[src/rtl/npu_config_sequencer.sv]
// Config FIFO drain and PE weight loader: decodes header/weight/commit words, one word per 4 cycles.
// Optional empty-FIFO watchdog while weights are pending: define CFG_TIMEOUT_EN.
module npu_config_sequencer #(
  parameter int NUM_PE      = 8,
  parameter int WADDR_W     = 6,
  parameter int DATA_W      = 16,
  parameter int TIMEOUT_CYC = 1024
) (
  input  logic               CLK,
  input  logic               RST,
  input  logic [25:0]        cfg_fifo_data,
  input  logic               cfg_fifo_empty,
  output logic               cfg_fifo_read_enable,
  input  logic               npu_busy,
  output logic               pe_wr_en,
  output logic [NUM_PE-1:0]  pe_wr_sel,
  output logic [WADDR_W-1:0] pe_wr_addr,
  output logic [DATA_W-1:0]  pe_wr_data,
  output logic               cfg_done,
  output logic               cfg_error,
  output logic               cfg_busy
);

  typedef enum logic [1:0] {S_IDLE, S_FETCH, S_WAIT, S_EXEC} state_t;

  state_t               r_state;
  logic [6:0]           r_remaining;
  logic [WADDR_W-1:0]   r_addr;
  logic [2:0]           r_pe_id;
  logic                 r_wr_en;
  logic [NUM_PE-1:0]    r_wr_sel;
  logic [WADDR_W-1:0]   r_wr_addr;
  logic [DATA_W-1:0]    r_wr_data;
  logic                 r_done;
  logic                 r_error;

  logic [1:0]           w_opcode;
  logic [2:0]           w_hdr_pe;
  logic [5:0]           w_hdr_cm1;
  logic [DATA_W-1:0]    w_data;
  logic                 w_pe_ok;
  logic                 w_pending;
  logic                 w_start;
  logic                 w_to_fire;
  logic [NUM_PE-1:0]    w_sel;

  assign w_opcode  = cfg_fifo_data[25:24];
  assign w_hdr_pe  = cfg_fifo_data[23:21];
  assign w_hdr_cm1 = cfg_fifo_data[20:15];
  assign w_data    = cfg_fifo_data[DATA_W-1:0];
  assign w_pe_ok   = (32'(w_hdr_pe) < NUM_PE);
  assign w_pending = (r_remaining != 7'd0);
  assign w_start   = (r_state == S_IDLE) && !cfg_fifo_empty && !npu_busy;

  genvar gi;
  generate
    for (gi = 0; gi < NUM_PE; gi++) begin : g_sel
      assign w_sel[gi] = (32'(r_pe_id) == gi);
    end
  endgenerate

`ifdef CFG_TIMEOUT_EN
  localparam int TO_W = $clog2(TIMEOUT_CYC + 1);
  logic [TO_W-1:0] r_to_cnt;
  logic            w_to_count;

  // Only counts idle cycles spent starved of data while a load is still open.
  assign w_to_count = (r_state == S_IDLE) && w_pending && cfg_fifo_empty;
  assign w_to_fire  = w_to_count && (r_to_cnt == TO_W'(TIMEOUT_CYC - 1));

  always_ff @(posedge CLK) begin
    if (RST) begin
      r_to_cnt <= '0;
    end else if (w_start || w_to_fire) begin
      r_to_cnt <= '0;
    end else if (w_to_count) begin
      r_to_cnt <= r_to_cnt + 1'b1;
    end
  end
`else
  assign w_to_fire = 1'b0;
`endif

  always_ff @(posedge CLK) begin
    if (RST) begin
      r_state     <= S_IDLE;
      r_remaining <= '0;
      r_addr      <= '0;
      r_pe_id     <= '0;
      r_wr_en     <= 1'b0;
      r_wr_sel    <= '0;
      r_wr_addr   <= '0;
      r_wr_data   <= '0;
      r_done      <= 1'b0;
      r_error     <= 1'b0;
    end else begin
      r_wr_en  <= 1'b0;
      r_wr_sel <= '0;
      r_done   <= 1'b0;
      case (r_state)
        S_IDLE: begin
          if (w_start) begin
            r_state <= S_FETCH;
          end else if (w_to_fire) begin
            r_error     <= 1'b1;
            r_remaining <= '0;
          end
        end
        S_FETCH: r_state <= cfg_fifo_empty ? S_IDLE : S_WAIT;
        // Word is valid now; decode here so the strobes are registered into the EXEC cycle.
        S_WAIT: begin
          r_state <= S_EXEC;
          case (w_opcode)
            2'b01: begin
              if (!w_pe_ok) begin
                r_error <= 1'b1;
              end else begin
                if (w_pending) r_error <= 1'b1;
                r_pe_id     <= w_hdr_pe;
                r_addr      <= '0;
                r_remaining <= {1'b0, w_hdr_cm1} + 7'd1;
              end
            end
            2'b10: begin
              if (w_pending) begin
                r_wr_en     <= 1'b1;
                r_wr_sel    <= w_sel;
                r_wr_addr   <= r_addr;
                r_wr_data   <= w_data;
                r_addr      <= r_addr + 1'b1;
                r_remaining <= r_remaining - 7'd1;
              end else begin
                r_error <= 1'b1;
              end
            end
            2'b11: begin
              r_done <= 1'b1;
              if (w_pending) begin
                r_error     <= 1'b1;
                r_remaining <= '0;
              end
            end
            default: ;
          endcase
        end
        S_EXEC: r_state <= S_IDLE;
        default: r_state <= S_IDLE;
      endcase
    end
  end

  assign cfg_fifo_read_enable = (r_state == S_FETCH) && !cfg_fifo_empty;
  assign pe_wr_en   = r_wr_en;
  assign pe_wr_sel  = r_wr_sel;
  assign pe_wr_addr = r_wr_addr;
  assign pe_wr_data = r_wr_data;
  assign cfg_done   = r_done;
  assign cfg_error  = r_error;
  assign cfg_busy   = w_pending || (r_state != S_IDLE);

endmodule

[config.mk]
export PLATFORM = sky130hd
export DESIGN_NAME = npu_config_sequencer
export DESIGN_NICKNAME = d
export VERILOG_FILES = /design/src/rtl/npu_config_sequencer.sv
export SDC_FILE = /design/constraint.sdc
export NUM_CORES = 1
export LEC_CHECK = 0
export CORE_MARGIN = 8
export CORE_UTILIZATION = 50
export DETAILED_ROUTE_END_ITERATION = 8
export PLACE_DENSITY = 0.88
export REMOVE_ABC_BUFFERS = 1
export SYNTH_ARGS = -nofsm -noshare
export SYNTH_HDL_FRONTEND = slang
export SYNTH_SLANG_ARGS = --single-unit
[constraint.sdc]
create_clock -name CLK -period 4.91 [get_ports CLK]
set_input_delay 0.982 -clock CLK [delete_from_list [all_inputs] [get_ports CLK]]
set_output_delay 0.982 -clock CLK [all_outputs]
set_load 0.02 [all_outputs]
After elaboration in Yosys (flattened, before gate mapping)
Cells that the tools add are included.

Output and inout bits: 35. Bits in registers: 51. Word-level logic and storage cells: 69.

Bitwise gates (word level): 3. Equal/unequal tests: 18. $add $sub $neg: 3. Reductions and logical operators: 22. Muxes and demuxes: 13.

Operators by type and width (count): $pmux W7 S3 (1); $mux W7 (2); $eq A3 B3 Y1 const B (4); $pmux W6 S2 (1); $eq A2 B2 Y1 const B (4); $ne A2 B2 Y1 const B (4); $pmux W2 S4 (1); $reduce_and A4 Y1 (2); $add A6 B1 Y7 const B (1); $reduce_bool A7 Y1 (1); $sub A7 B1 Y7 const B (1); $add A6 B1 Y6 const B (1); $eq A3 B2 Y1 const B (2); $mux W6 (1); $reduce_and A3 Y1 (2); $reduce_bool A2 Y1 (3); $eq A2 B1 Y1 const B (2); $mux W1 (4); $mux W2 (2); $reduce_or A2 Y1 (2); $reduce_or A4 Y1 (1); $eq A3 B1 Y1 const B (1); $logic_and A1 B1 Y1 (3); $logic_not A3 Y1 (1); 9 further kinds (12).

Depth between registers and ports, before layout
Gate-level depths: netlist of the first run.

Depth in word-level cells: 5. Gate-level depth with buffers: 7. Depth with buffers taken out: 6.

Worst setup path before layout of the first run
No wires, ideal clock.

Path type: input to output. From: in cfg_fifo_empty. To: out cfg_fifo_read_enable. Setup slack: 2.377 ns. Path buffers: 0. Arrival: 1.551 ns. Required time: 3.928 ns. Stages: 1. Cell sequence: nor3b_1.

Longest elaborated chain between the ends: 2.

Ends and longest elaborated chain: start, declared (line 12) `input logic cfg_fifo_empty,`; $logic_not A1 Y1 (line 152) `assign cfg_fifo_read_enable = (r_state == S_FETCH) && !cfg_fifo_empty;`; $logic_and A1 B1 Y1 (line 152); end, declared (line 13) `output logic cfg_fifo_read_enable,`.

Every way passes these cells.

Worst setup path in the final report of the first run
Ends and elaborated chain as after synthesis.

==> results of run 1 <==
## area by class of cell
| type | count | area, µm² |
|---|---|---|
| Timing Repair Buffer | 66 | 656 |
| Multi-Input combinational cell | 187 | 1020 |
| Fill cell | 329 | 1130 |
| Clock inverter | 2 | 38.8 |
| Tap cell | 50 | 62.6 |
| Inverter | 5 | 18.8 |
| Clock buffer | 6 | 82.6 |
| Sequential cell | 51 | 1020 |
## registers in the layout (all words and copies together) (netlist names), 3 cells and up, named ones only
register / count
pe_wr_addr: 6
pe_wr_data: 16
pe_wr_sel: 8
r_remaining: 7
r_addr: 6
r_pe_id: 3
## cell families (layout without fill, tap and decap cells)
kind of cell             Yosys count  count (layout)  synth area share
XOR/XNOR                           6               6            0.0250
AO/OA/AOI/OAI                     57              57             0.159
AND/OR/NAND/NOR                  121             121             0.280
buffers and inverters             17              79            0.0327
adder cells (fa/ha/maj)            3               3            0.0178
flip-flops                        51              51             0.485
## cells in the mapped netlist, types with 2 or more instances
cell type and n:
sky130_fd_sc_hd__nor4_1 2, sky130_fd_sc_hd__dfxtp_1 51, sky130_fd_sc_hd__clkbuf_1 8, sky130_fd_sc_hd__nor3b_1 2, sky130_fd_sc_hd__nand2b_1 5, sky130_fd_sc_hd__or4_1 2
sky130_fd_sc_hd__nor3_1 7, sky130_fd_sc_hd__a21oi_1 34, sky130_fd_sc_hd__nand2_1 56, sky130_fd_sc_hd__nor2b_1 2, sky130_fd_sc_hd__nand3b_1 2, sky130_fd_sc_hd__nand3_1 8
sky130_fd_sc_hd__buf_2 4, sky130_fd_sc_hd__ha_1 3, sky130_fd_sc_hd__or3_1 3, sky130_fd_sc_hd__a211oi_1 5, sky130_fd_sc_hd__inv_1 5, sky130_fd_sc_hd__xnor2_1 6
sky130_fd_sc_hd__nor2_1 23, sky130_fd_sc_hd__o21ai_0 4, sky130_fd_sc_hd__o22ai_1 3
## routing by layer
| layer | routed length, µm | vias up | GRT usage |
|---|---|---|---|
| met5 | 0 | - | 0 |
| met3 | 290 | 6 | 0.0386 |
| li1 | - | 1000 | - |
| met1 | 2290 | 887 | 0.188 |
| met4 | 53 | 0 | 0.0625 |
| met2 | 2440 | 59 | 0.249 |
## metrics by stage
| stage | utilization | hold slack (ps) |
|---|---|---|
| final | 0.719 | 457 |
| after global routing | 0.719 | 482 |
| after CTS | 0.719 | 459 |
| after detailed placement | 0.689 | 445 |
| after global placement | 0.689 | 441 |
| after floorplan | - | 434 |
## worst paths after layout
| path | from | endpoint | slack (ps) |
|---|---|---|---|
| max | cfg_fifo_empty | cfg_fifo_read_enable | 1610 |
| min | pe_wr_data[2] | pe_wr_data[2] | 460 |
| max reg2reg | r_remaining[0] | r_addr[5] | 2630 |
| min reg2reg | pe_wr_data[2] | pe_wr_data[2] | 460 |
## report_power, final
part           internal [mW]  total (mW)  switching [mW]
clock network          0.168       0.307           0.140
logic                 0.0370      0.0669          0.0299
registers              0.415       0.418         0.00245
total                  0.620       0.792           0.172
## worst register-to-register path, cell delays in order, from the launching register on
cell                      delay (ps)
sky130_fd_sc_hd__dfxtp_1         370
sky130_fd_sc_hd__inv_1            70
sky130_fd_sc_hd__ha_1            250
sky130_fd_sc_hd__nor3b_2         210
sky130_fd_sc_hd__a21o_1          520
sky130_fd_sc_hd__or4_1           630
sky130_fd_sc_hd__a21oi_1         160
==> flow_summary_export.csv, run 1 <==
group,metric,value,unit
finish,area_growth_syn_to_layout,37.5,%
placement,detailedPlace.worstSlack,1580,ps
detailed_routing,first_iter_violations,106,
detailed_routing,route.detailed.drc,0,
sta,timing.slew.headroom,0.288,
cts,number_of_buffers_inserted_to_repair_setup_after_cts,0,
finish,most_used_cells_in_the_layout_excluding_fill_and_tap_cells,"64 x sky130_fd_sc_hd__clkdlybuf4s50_1, 56 x sky130_fd_sc_hd__nand2_1, 51 x sky130_fd_sc_hd__dfxtp_1, 34 x sky130_fd_sc_hd__a21oi_1, 23 x sky130_fd_sc_hd__nor2_1",
floorplan,placeableCoreArea,0.00403,mm²
worst_setup_path,timing.reg2reg.worst_path_depth,6,
cts,ctsHoldBuffers,0,
synth,synth_sequential_area_ratio,0.485,
finish,antennaDiodeCount,0,
cts,cts_htree_levels,2,
detailed_routing,routed-via-count,1952,
sta,finalCriticalPeriod,3300,ps
power_and_ir_drop,p_total,792,µW
detailed_routing,avgRoutedWirePerCell,13.8,µm
sta,layout_worst_path_cycle_share,0.673,
worst_setup_path,critical_path_class,"in2out",
cts,clock_path_buffers,2,
synth,synth_cells,255,
cts,clkTransAtPathRegs,90,ps
global_routing,grt_start_max_net_pins,32,
worst_setup_path,worst-path-buf-inv,2,
global_routing,initial_antenna_violation_count,0,
global_routing,grt_pass1_vias,1766,
finish,finish.net_count,349,
sta,setup_viol_count_final,0,
sta,slew_worst_pin,1060,ps
detailed_routing,drt-total-wl,5.08,mm
sta,fin_ws,1610,ps
power_and_ir_drop,cellPowerDensity,274,mW/mm²
synth,netlist.top_cell.by_area,"sky130_fd_sc_hd__dfxtp_1",
cts,cts-root-buf,"sky130_fd_sc_hd__clkbuf_8",
floorplan,row_count,23,
synth,synth_area,0.00211,mm²
power_and_ir_drop,power_leakage,0.969,nW
synth,yosys_register_bits,51,
worst_setup_path,critical-path-slowest-cell,"sky130_fd_sc_hd__clkdlybuf4s50_1",
finish,final_common_cell,"sky130_fd_sc_hd__clkdlybuf4s50_1",
worst_setup_path,launching_element_type_of_the_critical_path,"input pin",
min_path,worstHoldPathType,"reg2reg",
worst_setup_path,worst_path_largest_cell_delay,660,ps
cts,cts_tree,"yes",
synth,synth-warning-count,0,
cts,post_cts_resize_count,0,
floorplan,die_h,80.9,µm
placement,placed_cells_incl_taps,359,
synth,synthTopCellsByArea,"sky130_fd_sc_hd__dfxtp_1 48%, sky130_fd_sc_hd__nand2_1 10%, sky130_fd_sc_hd__a21oi_1 8.1%",
placement,detailed_place_hpwl,3.72,mm
finish,layout-drive-gt1-share,0.0473,
worst_setup_path,critPathArrivalTime,2320,ps
run,maxCapViolations,0,
synth,synth.lib_cells_used.distinct,41,
cts,clk-insertion-delay-late,300,ps
global_routing,grt_pass1_wl,8.06,mm
power_and_ir_drop,ir_drop,0.182,mV
detailed_routing,first_pass_iters,4,
detailed_routing,route.antenna.remaining_nets,0,
sta,drv_slew,0,
worst_setup_path,path_max_fanout,2,
synth,postSynthAreaPerCell,8.26,µm²
sta,setup_repair_after_global_routing_missed_its_margin,"false",
sta,max_frequency,303,MHz
floorplan,design.die.area,0.00654,mm²
worst_setup_path,critPathMostFrequentCell,"sky130_fd_sc_hd__clkdlybuf4s50_1",
finish,stdcell_area,0.00290,mm²
finish,final-instance-count-excl-fill,367,
synth,asyncSetResetFlopFracSynth,0,
detailed_routing,post_drt_via_cell_ratio,5.32,
floorplan,floorplan.die.width,80.9,µm
sta,hold_violations,0,
global_routing,grt_overflow,0,
synth,synthFlopType,"sky130_fd_sc_hd__dfxtp_1",
placement,gp_congestion,0.855,
global_routing,gr-usage-all-layers,0.153,
worst_setup_path,cp_num_cells,3,
synth,synth_enable_flop_cells,0,
status,status,"finished clean",
placement,port_buffers,64,
placement,placedInstanceArea,0.00277,mm²
cts,cts.sink_count,51,
floorplan,initial_utilization,0.523,
floorplan,num_io_pins,65,
synth,synth_largest_type_area_fraction,0.485,
cts,cts_made_buffers,5,
min_path,holdPathStages,2,
sta,clock-skew-final,5.66,ps
worst_setup_path,critPathTopFamily,"buffers and inverters",
worst_setup_path,worst-endpoint-required,3930,ps
worst_setup_path,crit_path_end_kind,"primary output",
worst_setup_path,path_cells,"clkdlybuf4s50_1 -> nor3b_1 -> clkdlybuf4s50_1",
sta,finalSetupTns,0,ps
Power figures use the tool's default switching activity.
==> inputs of run 2 (changes only) <==
- CORE_UTILIZATION: 50 -> 42
- PLACE_DENSITY: 0.88 -> 0.79
- clock period: 4.91 -> 2.9 ns (I/O delays scaled with it)
==> run 2 against run 1 <==
Register-to-register slack worse by 1600 ps. Global-route usage is 1.2 points lower. Clock skew increased by 7.5 ps. Via count decreased by 0.26%. Critical endpoint is now cfg_busy. Highest routed layer unchanged.
==> flow_summary_export.csv, run 2 (same netlist as run 1, synthesis figures left out) <==
group,metric,value,unit
status,status,"finished clean",
power_and_ir_drop,cellPowerDensity,417,mW/mm²
power_and_ir_drop,switching_pwr,283,µW
global_routing,initial_antenna_violation_count,0,
global_routing,grt_start_max_net_pins,46,
finish,antennaDiodeCount,0,
sta,setup_viol_count_final,0,
worst_setup_path,critPathTopFamily,"simple AND/OR/NAND/NOR gates",
worst_setup_path,worst-path-buf-inv,2,
detailed_routing,post_drt_via_cell_ratio,5.04,
finish,most_used_cells_in_the_layout_excluding_fill_and_tap_cells,"63 x sky130_fd_sc_hd__clkdlybuf4s50_1, 56 x sky130_fd_sc_hd__nand2_1, 51 x sky130_fd_sc_hd__dfxtp_1, 34 x sky130_fd_sc_hd__a21oi_1, 23 x sky130_fd_sc_hd__nor2_1",
sta,timing.slew.headroom,0.601,
power_and_ir_drop,sequential_fraction_of_design_power,0.583,
worst_setup_path,worst_setup_path_startpoint,"r_remaining[0]",
worst_setup_path,launching_element_type_of_the_critical_path,"flop",
worst_setup_path,critical_path_class,"reg2out",
sta,finalCriticalPeriod,2520,ps
sta,hold-worst-slack,456,ps
global_routing,gr-usage-all-layers,0.141,
floorplan,floorplan.die.width,86.8,µm
sta,max_frequency,396,MHz
global_routing,grt_overflow,0,
detailed_routing,avgRoutedWirePerCell,13.6,µm
worst_setup_path,r2r-start,"r_remaining[0]",
run,maxCapViolations,0,
cts,cts.sink_count,51,
cts,clock_path_buffers,2,
floorplan,row_count,25,
global_routing,grt_pass1_vias,1812,
cts,cts-root-buf,"sky130_fd_sc_hd__clkbuf_8",
cts,clkTransAtPathRegs,90,ps
detailed_routing,first_iter_violations,93,
detailed_routing,route.detailed.drc,0,
worst_setup_path,path_cells,"inv_1 -> ha_1 -> or3b_1 -> or4_1 -> dlymetal6s2s_1",
cts,number_of_buffers_inserted_to_repair_setup_after_cts,0,
power_and_ir_drop,switching_share,0.233,
sta,finalSetupTns,0,ps
worst_setup_path,reg2reg_setup_slack,1020,ps
worst_setup_path,path_max_fanout,6,
worst_setup_path,worst_path_largest_cell_delay,400,ps
worst_setup_path,critical_path.reg2reg.endpoint,"pe_wr_sel[1]",
sta,layout_worst_path_cycle_share,0.870,
cts,clk-insertion-delay-late,300,ps
sta,fin_ws,376,ps
placement,placedInstanceArea,0.00283,mm²
sta,clock-skew-final,13.1,ps
floorplan,initial_utilization,0.440,
placement,gp_congestion,0.822,
worst_setup_path,timing.reg2reg.worst_path_depth,6,
power_and_ir_drop,ir_drop,0.231,mV
placement,port_buffers,64,
worst_setup_path,worst-endpoint-required,2320,ps
finish,layout-drive-gt1-share,0.0533,
sta,drv_slew,0,
cts,ctsHoldBuffers,0,
worst_setup_path,crit_path_end_kind,"primary output",
cts,cts_htree_levels,2,
detailed_routing,route.met3.wl,353,µm
placement,detailed_place_hpwl,3.83,mm
cts,cts_tree,"yes",
detailed_routing,top_layer,"met4",
detailed_routing,routed-via-count,1947,
cts,cts_made_buffers,5,
detailed_routing,detailroute.wirelength.met2,2.56,mm
placement,placed_cells_incl_taps,379,
sta,setup_repair_after_global_routing_missed_its_margin,"false",
detailed_routing,route.antenna.remaining_nets,0,
finish,finish.net_count,352,
global_routing,grt_pass1_wl,8.47,mm
worst_setup_path,critPathArrivalTime,1940,ps
worst_setup_path,cp_num_cells,5,
power_and_ir_drop,part_of_the_total_power_dissipated_in_the_clock_network,0.323,
finish,stdcell_area,0.00292,mm²
floorplan,design.die.area,0.00754,mm²
worst_setup_path,critical-path-slowest-cell,"sky130_fd_sc_hd__or4_1",
power_and_ir_drop,power_leakage,0.982,nW
finish,area_growth_syn_to_layout,38.4,%
power_and_ir_drop,power.combinational.fraction,0.094,
floorplan,die_h,86.8,µm
floorplan,num_io_pins,65,
finish,final-instance-count-excl-fill,386,
min_path,worstHoldPathType,"reg2reg",
detailed_routing,met1Wirelength,2.28,mm
detailed_routing,first_pass_iters,5,
placement,detailedPlace.worstSlack,375,ps
sta,hold_violations,0,
floorplan,placeableCoreArea,0.00479,mm²
power_and_ir_drop,cell_internal_pwr,931,µW
sta,slew_worst_pin,598,ps
detailed_routing,drt-total-wl,5.27,mm
worst_setup_path,crit_end,"cfg_busy",
finish,largest_register_ff_count,16,
finish,final_common_cell,"sky130_fd_sc_hd__clkdlybuf4s50_1",
cts,post_cts_resize_count,0,
[run 2: cell type report]
cell class / count / area [µm²]
multi-input cells: 187 / 1020
repair buffers: 69 / 693
well taps: 67 / 83.8
inverters: 5 / 18.8
clock buffers: 5 / 68.8
clock inverters: 2 / 13.8
fillers: 428 / 1870
flip-flops and latches: 51 / 1020
[run 2: worst min-delay path, cell delays in order (launching register included)]
cell,delay [ps]
sky130_fd_sc_hd__dfxtp_1,320
sky130_fd_sc_hd__nand2_1,50
sky130_fd_sc_hd__a21oi_1,50
[run 2: worst min path at each step]
| stage | from | endpoint | slack, ps | depth (start not counted) |
|---|---|---|---|---|
| after global routing | pe_wr_data[12] | pe_wr_data[12] | 470 | 2 |
| after global placement | pe_wr_data[11] | pe_wr_data[11] | 440 | 2 |
| after detailed placement | pe_wr_data[10] | pe_wr_data[10] | 450 | 2 |
| after floorplan | r_addr[5] | pe_wr_addr[5] | 430 | 2 |
| after CTS | pe_wr_data[10] | pe_wr_data[10] | 460 | 2 |
| final | pe_wr_data[10] | pe_wr_data[10] | 460 | 2 |
[run 2: per-stage QoR]
stage	power [mW]	util
6_report	1.21	0.609
5_1_grt	1.27	0.609
4_1_cts	1.23	0.609
3_5_place_dp	0.838	0.591
3_3_place_gp	0.837	0.591
2_1_floorplan	0.767	-
[run 2: power groups by stage]
stage	Sequential (mW)	Combinational (mW)	Clock (mW)
final	0.708	0.114	0.393
after global routing	0.709	0.124	0.433
after CTS	0.708	0.115	0.405
after detailed placement	0.724	0.113	0
after global placement	0.724	0.113	0
after floorplan	0.724	0.0434	0
[run 2: per-layer routing]
metal,vias up,global-route usage
met5,-,0
met4,0,0.0516
met3,4,0.0454
met2,61,0.237
met1,879,0.162
li1,1003,-
==> inputs of run 3 (changes only) <==
- clock period: 2.9 -> 2.2 ns (I/O delays scaled with it)
==> run 3 against run 2 <==
The flow now finishes with violations (setup timing). Register-to-register slack worse by 620 ps. Clock skew fell by 2.1 ps. Count of clock-buffer cells in the layout is 1 higher. Clock power increased by 73%. Sequential power up 32%. Worst hold slack got worse by 0.80 ps. Combinational power is 52% higher. Final cell count is 4.1% higher. Utilization is 3.8 points higher. Routed wire length decreased by 1.5%. Largest power group unchanged.
==> flow_summary_export.csv, run 3 (same netlist as run 1, synthesis figures left out) <==
group,metric,value,unit
status,status,"complete, but fails checks",
status,failed_checks,"setup timing",
global_routing,gr-usage-all-layers,0.139,
floorplan,floorplan.die.width,86.8,µm
cts,clock_path_buffers,2,
floorplan,row_count,25,
floorplan,initial_utilization,0.440,
run,maxCapViolations,0,
worst_setup_path,critical_path_class,"reg2out",
finish,finish.net_count,367,
placement,detailed_place_hpwl,3.79,mm
worst_setup_path,critPathArrivalTime,1770,ps
worst_setup_path,critical-path-slowest-cell,"sky130_fd_sc_hd__or4_4",
cts,cts_tree,"yes",
cts,cts-root-buf,"sky130_fd_sc_hd__clkbuf_8",
global_routing,initial_antenna_violation_count,0,
sta,clock-skew-final,11.1,ps
sta,finalCriticalPeriod,2210,ps
power_and_ir_drop,cellPowerDensity,576,mW/mm²
detailed_routing,first_iter_violations,93,
finish,final_common_cell,"sky130_fd_sc_hd__clkdlybuf4s50_1",
detailed_routing,post_drt_via_cell_ratio,4.97,
worst_setup_path,path_max_fanout,3,
min_path,holdPathStages,2,
min_path,worstHoldPathType,"reg2reg",
cts,cts.sink_count,51,
sta,fin_ws,-10.4,ps
min_path,startpoint_of_the_tightest_hold_check_path,"pe_wr_data[7]",
cts,clk-insertion-delay-late,300,ps
finish,utilization,0.647,
detailed_routing,route.detailed.drc,0,
sta,hold_violations,0,
floorplan,design.die.area,0.00754,mm²
floorplan,placeableCoreArea,0.00479,mm²
worst_setup_path,crit_path_end_kind,"primary output",
sta,hold-worst-slack,456,ps
detailed_routing,route.antenna.remaining_nets,0,
finish,antennaDiodeCount,0,
worst_setup_path,reg2reg_setup_slack,400,ps
sta,max_frequency,452,MHz
detailed_routing,first_pass_iters,4,
finish,area_growth_syn_to_layout,47.1,%
sta,layout_worst_path_cycle_share,1.00,
finish,most_used_cells_in_the_layout_excluding_fill_and_tap_cells,"62 x sky130_fd_sc_hd__clkdlybuf4s50_1, 56 x sky130_fd_sc_hd__nand2_1, 50 x sky130_fd_sc_hd__dfxtp_1, 34 x sky130_fd_sc_hd__a21oi_1, 23 x sky130_fd_sc_hd__nor2_1",
placement,port_buffers,64,
sta,timing.slew.headroom,0.642,
sta,setup_repair_after_global_routing_missed_its_margin,"true",
global_routing,grt_pass1_wl,8.46,mm
worst_setup_path,worst_path_largest_cell_delay,420,ps
floorplan,die_h,86.8,µm
global_routing,grt_pass1_vias,1862,
cts,clkTransAtPathRegs,90,ps
global_routing,grt_overflow,0,
power_and_ir_drop,power_leakage,1.07,nW
min_path,hold-path-endpoint,"pe_wr_data[7]",
sta,drv_slew,0,
placement,placed_cells_incl_taps,392,
power_and_ir_drop,ir_drop,0.462,mV
worst_setup_path,r2r-start,"r_remaining[0]",
finish,layout-drive-gt1-share,0.119,
finish,largest_register_ff_count,16,
global_routing,grt_start_max_net_pins,46,
cts,cts_htree_levels,2,
detailed_routing,avgRoutedWirePerCell,12.9,µm
cts,cts_made_buffers,5,
floorplan,num_io_pins,65,
worst_setup_path,launching_element_type_of_the_critical_path,"flop",
worst_setup_path,worst-path-buf-inv,2,
sta,setup_viol_count_final,1,
detailed_routing,drt-total-wl,5.19,mm
worst_setup_path,timing.reg2reg.worst_path_depth,8,
worst_setup_path,path_cells,"inv_2 -> ha_4 -> or3b_4 -> or4_4 -> buf_6",
placement,gp_congestion,0.843,
sta,slew_worst_pin,534,ps
detailed_routing,routed-via-count,1998,
worst_setup_path,critPathTopFamily,"simple AND/OR/NAND/NOR gates",
finish,final-instance-count-excl-fill,402,
worst_setup_path,critical_path.reg2reg.endpoint,"pe_wr_addr[0]",
power_and_ir_drop,p_total,1.78,mW
worst_setup_path,worst-endpoint-required,1760,ps
## run 3: worst max-delay path by stage
stage / end / cells past startpoint / slack, ps / startpoint
after global placement: cfg_busy / 5 / -60 / r_remaining[0]
after detailed placement: cfg_busy / 5 / -90 / r_remaining[0]
after CTS: cfg_busy / 5 / -20 / r_remaining[0]
final: cfg_busy / 5 / -10 / r_remaining[0]
after floorplan: r_addr[5] / 6 / 240 / r_remaining[0]
after global routing: cfg_busy / 5 / -80 / r_remaining[0]
## run 3: where the power goes
| group | switching (mW) | leakage [nW] | internal, mW |
|---|---|---|---|
| combinational | 0.0726 | 0.595 | 0.100 |
| clock | 0.304 | 0.0618 | 0.374 |
| sequential | 0.00481 | 0.411 | 0.927 |
| total | 0.381 | 1.07 | 1.40 |
## run 3: timing repair
item	4_1_cts	5_1_grt
setup endpoints to repair	2	1
pin swaps	0	0
resized for setup	14	0
gates cloned	0	0
setup buffers	1	1
hold buffers	0	0
## run 3: area by class of cell
| type | count | area, µm² |
|---|---|---|
| multi-input cells | 187 | 1030 |
| well taps | 67 | 83.8 |
| fillers | 406 | 1690 |
| clock inverters | 2 | 38.8 |
| inverters | 5 | 18.8 |
| flip-flops and latches | 51 | 1020 |
| clock buffers | 6 | 82.6 |
| repair buffers | 84 | 816 |
## run 3: per-stage QoR
stage          setup WS, ps  cell area (µm²)  setup TNS, ps
3_3_place_gp          -60.0             2940          -60.0
4_1_cts               -19.5             3090          -19.5
3_5_place_dp          -88.4             2940           -103
6_report              -10.4             3100          -10.4
2_1_floorplan           236             2060              0
5_1_grt               -75.5             3100          -75.5
## run 3: tightest hold or removal path, cell delays in order (launching register included)
cell	delay [ps]
sky130_fd_sc_hd__dfxtp_1	320
sky130_fd_sc_hd__nand2_1	50
sky130_fd_sc_hd__a21oi_1	50
## run 3: per-layer routing
layer,routed length (µm),track usage,vias up
li1,-,-,1036
met1,2390,0.166,905
met2,2480,0.232,51
met3,231,0.0312,6
met4,85,0.0595,0
met5,0,0,-
